==> config.mk <==
export PLATFORM = sky130hd
export DESIGN_NAME = cva6_tile_rst_ctrl_flat
export DESIGN_NICKNAME = d
export VERILOG_FILES = /design/src/rtl/cva6_tile_rst_ctrl_if.sv /design/src/rtl/cva6_tile_rst_ctrl.sv /design/src/flat_wrapper.sv
export SDC_FILE = /design/constraint.sdc
export NUM_CORES = 1
export LEC_CHECK = 0
export CAP_MARGIN = 20
export CORE_AREA = 2 2 58 74
export CTS_BUF_LIST = sky130_fd_sc_hd__clkbuf_2 sky130_fd_sc_hd__clkbuf_4 sky130_fd_sc_hd__clkbuf_8
export DETAILED_ROUTE_END_ITERATION = 7
export DIE_AREA = 0 0 60 76
export RECOVER_POWER = 50
export SYNTH_ARGS = -nofsm -noshare
export SYNTH_HDL_FRONTEND = slang
export SYNTH_SLANG_ARGS = --single-unit
==> constraint.sdc <==
create_clock -name clk_i -period 1.69 [get_ports clk_i]
set_clock_uncertainty 0.2 [all_clocks]
set_input_delay 0.507 -clock clk_i [delete_from_list [all_inputs] [get_ports clk_i]]
set_output_delay 0.507 -clock clk_i [all_outputs]
set_load 0.02 [all_outputs]
==> src/rtl/cva6_tile_rst_ctrl_if.sv <==
// Hart-facing signal bundle of the tile reset controller: the asynchronous
// interrupt/debug lines coming into the tile and the synchronised, gated copies
// plus per-hart reset going out to the harts.
interface cva6_tile_rst_ctrl_if #(
  parameter int unsigned NrHarts    = 1,
  parameter int unsigned NrIrqLines = 2
);
  logic [NrHarts*NrIrqLines-1:0] irq_i;
  logic [NrHarts-1:0]            ipi_i;
  logic [NrHarts-1:0]            time_irq_i;
  logic [NrHarts-1:0]            debug_req_i;

  logic [NrHarts-1:0]            hart_rst_no;
  logic [NrHarts*NrIrqLines-1:0] irq_o;
  logic [NrHarts-1:0]            ipi_o;
  logic [NrHarts-1:0]            time_irq_o;
  logic [NrHarts-1:0]            debug_req_o;

  // Platform side: drives the raw lines, observes what reaches the harts.
  modport master (
    output irq_i, ipi_i, time_irq_i, debug_req_i,
    input  hart_rst_no, irq_o, ipi_o, time_irq_o, debug_req_o
  );

  // Reset controller side.
  modport slave (
    input  irq_i, ipi_i, time_irq_i, debug_req_i,
    output hart_rst_no, irq_o, ipi_o, time_irq_o, debug_req_o
  );
endinterface

==> src/rtl/cva6_tile_rst_ctrl.sv <==
// Per-tile reset sequencer and interrupt synchroniser for multi-hart CVA6 tiles.
// Holds all harts in reset during SRAM init (optionally also until the L1.5
// wake-up interrupt), releases them one by one with a stagger, supports a
// per-hart soft reset, and synchronises/gates every async interrupt line.
//
// state      | meaning
// -----------+-------------------------------------------------------------
// WAIT_SRAM  | counting SRAM init cycles, all harts held in reset
// WAIT_INT   | init done, waiting for the L1.5 wake-up interrupt
// RELEASE    | releasing harts one at a time, StaggerCycles apart
// RUN        | all harts released; only rst_ni leaves this state
module cva6_tile_rst_ctrl #(
  parameter int unsigned NrHarts       = 1,
  parameter int unsigned NrIrqLines    = 2,
  parameter int unsigned SyncStages    = 2,
  parameter int unsigned WakeCycles    = 32768,
  parameter int unsigned StaggerCycles = 0,
  parameter int unsigned WakeOnIntEn   = 0,
  parameter int unsigned SoftRstCycles = 16
) (
  input  logic                     clk_i,
  input  logic                     rst_ni,
  input  logic                     wake_int_i,
  input  logic [NrHarts-1:0]       soft_rst_req_i,
  cva6_tile_rst_ctrl_if.slave      hart_if,
  output logic                     ready_o,
  output logic [1:0]               state_o
);

  localparam logic [1:0] ST_WAIT_SRAM = 2'd0;
  localparam logic [1:0] ST_WAIT_INT  = 2'd1;
  localparam logic [1:0] ST_RELEASE   = 2'd2;
  localparam logic [1:0] ST_RUN       = 2'd3;

  localparam int unsigned WakeW = $clog2(WakeCycles + 1);
  localparam int unsigned IdxW  = (NrHarts > 1) ? $clog2(NrHarts) : 1;
  localparam int unsigned StagW = (StaggerCycles > 0) ? $clog2(StaggerCycles + 1) : 1;
  localparam int unsigned SoftW = $clog2(SoftRstCycles + 1);
  // Per hart: NrIrqLines level IRQs, then ipi, time and debug.
  localparam int unsigned SyncW = NrIrqLines + 3;

  localparam logic [WakeW-1:0]   WakeLast  = WakeW'(WakeCycles - 1);
  localparam logic [WakeW-1:0]   WakeMax   = WakeW'(WakeCycles);
  localparam logic [IdxW-1:0]    IdxLast   = IdxW'(NrHarts - 1);
  localparam logic [StagW-1:0]   StagLoad  = StagW'(StaggerCycles);
  localparam logic [SoftW-1:0]   SoftLoad  = SoftW'(SoftRstCycles);
  localparam logic [NrHarts-1:0] RelOne    = NrHarts'(1);

  logic [1:0]         state_q, state_d;
  logic [WakeW-1:0]   wake_cnt_q;
  logic               int_seen_q;
  logic [IdxW-1:0]    idx_q;
  logic [StagW-1:0]   stag_cnt_q;
  logic [NrHarts-1:0] rel_q;
  logic               wake_ok;
  logic               rel_fire;

  // An interrupt seen earlier (int_seen_q) or right now both count as wake-up.
  assign wake_ok  = (WakeOnIntEn == 0) || int_seen_q || wake_int_i;
  // A hart is released in RELEASE whenever the stagger counter has drained.
  assign rel_fire = (state_q == ST_RELEASE) && (stag_cnt_q == '0);

  // Next-state logic of the sequencer.
  always_comb begin
    state_d = state_q;
    case (state_q)
      ST_WAIT_SRAM: begin
        if (wake_cnt_q == WakeLast) begin
          state_d = wake_ok ? ST_RELEASE : ST_WAIT_INT;
        end
      end
      ST_WAIT_INT: begin
        if (wake_int_i) begin
          state_d = ST_RELEASE;
        end
      end
      ST_RELEASE: begin
        if (rel_fire && (idx_q == IdxLast)) begin
          state_d = ST_RUN;
        end
      end
      default: state_d = ST_RUN;
    endcase
  end

  // State register.
  always_ff @(posedge clk_i or negedge rst_ni) begin
    if (!rst_ni) begin
      state_q <= ST_WAIT_SRAM;
    end else begin
      state_q <= state_d;
    end
  end

  // SRAM init counter, saturating so it cannot wrap back into the compare.
  always_ff @(posedge clk_i or negedge rst_ni) begin
    if (!rst_ni) begin
      wake_cnt_q <= '0;
    end else if ((state_q == ST_WAIT_SRAM) && (wake_cnt_q != WakeMax)) begin
      wake_cnt_q <= wake_cnt_q + 1'b1;
    end
  end

  // Sticky record of a wake-up interrupt so an early one is not lost.
  always_ff @(posedge clk_i or negedge rst_ni) begin
    if (!rst_ni) begin
      int_seen_q <= 1'b0;
    end else if (wake_int_i) begin
      int_seen_q <= 1'b1;
    end
  end

  // Staggered release: release hart idx_q, then drain the stagger counter
  // before releasing the next one on the cycle after it reaches zero.
  always_ff @(posedge clk_i or negedge rst_ni) begin
    if (!rst_ni) begin
      rel_q      <= '0;
      idx_q      <= '0;
      stag_cnt_q <= '0;
    end else if (state_q == ST_RELEASE) begin
      if (stag_cnt_q != '0) begin
        stag_cnt_q <= stag_cnt_q - 1'b1;
      end else begin
        rel_q <= rel_q | (RelOne << idx_q);
        if (idx_q != IdxLast) begin
          idx_q      <= idx_q + 1'b1;
          stag_cnt_q <= StagLoad;
        end
      end
    end
  end

  for (genvar h = 0; h < NrHarts; h++) begin : g_hart
    logic                             soft_req;
    logic [SoftW-1:0]                 soft_cnt_q;
    logic [SyncStages-1:0]            rst_sync_q;
    logic [SyncW-1:0]                 async_in;
    logic [SyncStages-1:0][SyncW-1:0] sync_q;
    logic [SyncW-1:0]                 gated;

    // A soft reset only means something once the hart has been released.
    assign soft_req = soft_rst_req_i[h] & rel_q[h];

    // Soft-reset hold counter; a new request reloads it.
    always_ff @(posedge clk_i or negedge rst_ni) begin
      if (!rst_ni) begin
        soft_cnt_q <= '0;
      end else if (soft_req) begin
        soft_cnt_q <= SoftLoad;
      end else if (soft_cnt_q != '0) begin
        soft_cnt_q <= soft_cnt_q - 1'b1;
      end
    end

    // Reset release chain; a soft request drops the hart on the same edge.
    always_ff @(posedge clk_i or negedge rst_ni) begin
      if (!rst_ni) begin
        rst_sync_q <= '0;
      end else if (soft_req) begin
        rst_sync_q <= '0;
      end else begin
        rst_sync_q <= {rst_sync_q[SyncStages-2:0], rel_q[h] & (soft_cnt_q == '0)};
      end
    end

    assign hart_if.hart_rst_no[h] = rst_sync_q[SyncStages-1];

    assign async_in = {hart_if.debug_req_i[h], hart_if.time_irq_i[h], hart_if.ipi_i[h],
                       hart_if.irq_i[h*NrIrqLines +: NrIrqLines]};

    // Synchronisers for all async interrupt and debug lines of this hart.
    always_ff @(posedge clk_i or negedge rst_ni) begin
      if (!rst_ni) begin
        sync_q <= '0;
      end else begin
        sync_q <= {sync_q[SyncStages-2:0], async_in};
      end
    end

    // A hart in reset must never see a pending interrupt or debug request.
    assign gated = sync_q[SyncStages-1] & {SyncW{rst_sync_q[SyncStages-1]}};

    assign hart_if.irq_o[h*NrIrqLines +: NrIrqLines] = gated[NrIrqLines-1:0];
    assign hart_if.ipi_o[h]       = gated[NrIrqLines];
    assign hart_if.time_irq_o[h]  = gated[NrIrqLines+1];
    assign hart_if.debug_req_o[h] = gated[NrIrqLines+2];
  end

  assign ready_o = &hart_if.hart_rst_no;
  assign state_o = state_q;

endmodule

==> src/flat_wrapper.sv <==
// flat-port wrapper written by rule: the top's interface ports become plain ports
module cva6_tile_rst_ctrl_flat 
#(
  parameter int unsigned NrHarts       = 1,
  parameter int unsigned NrIrqLines    = 2,
  parameter int unsigned SyncStages    = 2,
  parameter int unsigned WakeCycles    = 32768,
  parameter int unsigned StaggerCycles = 0,
  parameter int unsigned WakeOnIntEn   = 0,
  parameter int unsigned SoftRstCycles = 16
)
  (clk_i, rst_ni, wake_int_i, soft_rst_req_i, ready_o, state_o, hart_if_irq_i, hart_if_ipi_i, hart_if_time_irq_i, hart_if_debug_req_i, hart_if_hart_rst_no, hart_if_irq_o, hart_if_ipi_o, hart_if_time_irq_o, hart_if_debug_req_o);
  cva6_tile_rst_ctrl_if #(.NrHarts(NrHarts), .NrIrqLines(NrIrqLines)) hart_if_i ();
  input  logic clk_i;
  input  logic rst_ni;
  input  logic wake_int_i;
  input  logic [NrHarts-1:0] soft_rst_req_i;
  output logic ready_o;
  output logic [1:0] state_o;
  input wire logic [$bits(hart_if_i.irq_i)-1:0] hart_if_irq_i;
  input wire logic [$bits(hart_if_i.ipi_i)-1:0] hart_if_ipi_i;
  input wire logic [$bits(hart_if_i.time_irq_i)-1:0] hart_if_time_irq_i;
  input wire logic [$bits(hart_if_i.debug_req_i)-1:0] hart_if_debug_req_i;
  output wire logic [$bits(hart_if_i.hart_rst_no)-1:0] hart_if_hart_rst_no;
  output wire logic [$bits(hart_if_i.irq_o)-1:0] hart_if_irq_o;
  output wire logic [$bits(hart_if_i.ipi_o)-1:0] hart_if_ipi_o;
  output wire logic [$bits(hart_if_i.time_irq_o)-1:0] hart_if_time_irq_o;
  output wire logic [$bits(hart_if_i.debug_req_o)-1:0] hart_if_debug_req_o;
  assign hart_if_i.irq_i = hart_if_irq_i;
  assign hart_if_i.ipi_i = hart_if_ipi_i;
  assign hart_if_i.time_irq_i = hart_if_time_irq_i;
  assign hart_if_i.debug_req_i = hart_if_debug_req_i;
  assign hart_if_hart_rst_no = hart_if_i.hart_rst_no;
  assign hart_if_irq_o = hart_if_i.irq_o;
  assign hart_if_ipi_o = hart_if_i.ipi_o;
  assign hart_if_time_irq_o = hart_if_i.time_irq_o;
  assign hart_if_debug_req_o = hart_if_i.debug_req_o;
  cva6_tile_rst_ctrl #(.NrHarts(NrHarts), .NrIrqLines(NrIrqLines), .SyncStages(SyncStages), .WakeCycles(WakeCycles), .StaggerCycles(StaggerCycles), .WakeOnIntEn(WakeOnIntEn), .SoftRstCycles(SoftRstCycles)) u_core (.clk_i(clk_i), .rst_ni(rst_ni), .wake_int_i(wake_int_i), .soft_rst_req_i(soft_rst_req_i), .hart_if(hart_if_i), .ready_o(ready_o), .state_o(state_o));
endmodule
==> results.toml <==
[timing]
rsz0062_at_grt = "yes"
fin_crit_ns = 1.71
final_max_slew_viol_count = 0
min_period_over_period = 1.01
timing.hold.ws_ns = 0.150
slew_headroom = 0.475
finalHoldViolCount = 0
setup_viol = 5
fin_ws_ns = -0.0231
tightest_slew_ns = 0.788
max_freq_mhz = 584

[clocking]
cts_root_buffer = "clkbuf_8"
path_clk_slew_ns = 0.06
cts_sinks = 36
cts_tree = "built"
cts_max_level = 2
clock_latency_ns = 0.29
cts_buffers = 5
clockBufferDepth = 2

[critical_path]
crit_buf_inv = 1
reg2reg_from = "u_core.g_hart[0].soft_cnt_q[1]"
cp_data_arrival_time_ns = 1.01
crit_chain = "and2_4 > buf_6"
critPathLaunchType = "flop"
crit_fanout = 7
cp.required_ns = 0.98
end_kind = "primary output"
path_class = "flop to primary output"
crit_path_top_delay_cell = "dfrtp_2"
crit_start = "u_core.g_hart[0].rst_sync_q[1]"
crit_path_max_incr_delay_ns = 0.44
cp_top_family = "flip-flops"

[floorplanning]
initial_utilization = 0.382
ioPinCount = 18
coreArea_mm2 = 0.00394
std_cell_rows = 26
dieWidth_um = 60
die_h_um = 76
dieArea_mm2 = 0.00456

[placed_design]
post-place-ws_ns = -0.168
routabilityCongestion = 0.773
dpl.hpwl_mm = 2.04
io_buffers = 17

[outcome]
violations = "negative setup slack"
status = "finished, violations left"

[final_layout]
layout_commonest_cell = "dfrtp_1"
n_antenna_cell = 0
most-common-layout-cells = "dfrtp_1, buf_4, xnor2_1, buf_6, nor2_1"
drive_above_1_share = 0.435
area_growth_pct = 44.4
final_nets = 188

[global_routing]
met1_usage = 0.194
grt_pass1_wl_mm = 5.32
grt_usage = 0.160
grt_max_degree = 37
met2_usage = 0.257
antenna_found_initial = 0
grt.busiest_layer = "met2"
met3_usage = 0.0492
grt.overflow.total = 0
grt_pass1_vias = 1120

[routing]
route.vias.total = 1109
first_pass_iters = 5
wirelength_mm = 3.15
drt_iter0_drc = 46
drc = 0
wl_per_cell_um = 13.5
drtAntennaViolNets = 0
vias_per_cell = 4.76

[job]
maxCapViolations = 0

[synthesis]
synth_cells = 123
synthesis.area_mm2 = 0.00150
ys_ff_latch = 36
synth_area_per_cell_um2 = 12.2
yosysUniqueCellTypes = 33
yosys_warnings = 0
syn-num-nets = 135
ys_seq_area_frac = 0.600

[pwr]
leakage_uw = 0.00104
p_per_area_mw_per_mm2 = 954
ir_worst_vdd_mv = 0.372

[worst_hold_path]
min_from = "u_core.g_hart[0].sync_q[0]"
hold_path.class = "flop to flop"
-- per-stage QoR --
stage / util / total power [uW] / instance area, um2 / setup TNS, ns / cells
after floorplan: - / 1200 / 1500 / -0.0515 / 123
after global placement: 0.487 / 1340 / 1920 / -1.24 / 217
after detailed placement: 0.487 / 1370 / 1920 / -1.67 / 217
after CTS: 0.534 / 2090 / 2100 / -0.153 / 229
after global routing: 0.551 / 2200 / 2170 / -0.767 / 233
final: 0.551 / 2070 / 2170 / -0.0494 / 233
-- flip-flops by register name, summed over array words and instances, names as in the netlist --
register and cells:
u_core.rel_q 1, u_core.g_hart.soft_cnt_q 5, u_core.wake_cnt_q 16, u_core.g_hart.rst_sync_q 2
u_core.state_o 2, u_core.g_hart.sync_q 10
-- power breakdown --
part	leakage, uW	switching, uW	internal [uW]	total (uW)
Combinational	0.000532	203	264	467
Sequential	0.000454	43.2	936	979
Clock	0.0000510	299	325	624
Total	0.00104	545	1520	2070
-- path summary, 6_finish.rpt --
check | end | slack [ns] | cells past startpoint
worst min register to register | u_core.g_hart[0].sync_q[5] | 0.15 | 0
min in group asynchronous | u_core.g_hart[0].sync_q[1] | 0.57 | 2
worst min-delay path | u_core.g_hart[0].sync_q[5] | 0.15 | 0
max in group asynchronous | u_core.g_hart[0].rst_sync_q[1] | 0.17 | 2
worst max-delay path | hart_if_irq_o[1] | -0.02 | 2
worst max register to register | u_core.g_hart[0].soft_cnt_q[2] | 0 | 6
-- synthesized netlist by cell type, drive strengths merged --
| library cell | instances | area [um2] |
|---|---|---|
| nor4 | 2 | 12.5 |
| nor3b | 2 | 15.0 |
| a21boi | 1 | 7.51 |
| nand3 | 5 | 25.0 |
| buf | 1 | 7.51 |
| and4 | 3 | 30.0 |
| a21oi | 4 | 20.0 |
| o21bai | 1 | 7.51 |
| xor2 | 5 | 43.8 |
| and3 | 2 | 12.5 |
| xnor2 | 12 | 105 |
| mux2 | 1 | 11.3 |
| nor3 | 1 | 5.00 |
| and4bb | 1 | 12.5 |
| inv | 6 | 22.5 |
| or2 | 1 | 6.26 |
| nor4b | 1 | 15.0 |
| nand4 | 5 | 37.5 |
| clkbuf | 1 | 5.00 |
| a41oi | 1 | 16.3 |
| a221oi | 1 | 15.0 |
| nand2 | 9 | 33.8 |
| a22o | 1 | 8.76 |
| or4b | 1 | 10.0 |
| a21o | 1 | 7.51 |
| dfrtp | 36 | 901 |
| and2 | 5 | 31.3 |
| ha | 3 | 37.5 |
| nor2 | 8 | 30.0 |
| o21ai | 2 | 10.0 |
-- metal layers --
layer,up-vias,wire length (um),part of all wire
li1,527,-,-
met1,524,1270,0.40
met2,49,1630,0.52
met3,9,165,0.052
met4,0,81,0.026
met5,-,0,0
-- layout make-up --
| cell class | instances | area, um2 |
|---|---|---|
| tap | 56 | 70.1 |
| clock buffer | 6 | 82.6 |
| inverter | 6 | 22.5 |
| fill | 338 | 1770 |
| timing repair buffer | 48 | 405 |
| multi-input combinational | 79 | 676 |
| clock inverter | 2 | 10.0 |
| sequential | 36 | 903 |
-- cells by family after synthesis --
logic type,after synthesis,synth area share
adder cells (fa/ha/maj),3,0.0250
flip-flops,36,0.599
XOR/XNOR,17,0.0991
buffers and inverters,8,0.0233
AND/OR/NAND/NOR,46,0.184
multiplexers,1,0.00749
AO/OA/AOI/OAI,12,0.0616
-- repair_timing --
item / in CTS / in global routing
pin swaps: 9 / 11
gates resized for setup: 52 / 28
endpoints found under the setup margin: 24 / 21
buffers inserted: 4 / 4
hold buffers: 0 / 0
No activity file was read; power rests on OpenSTA's default activity.
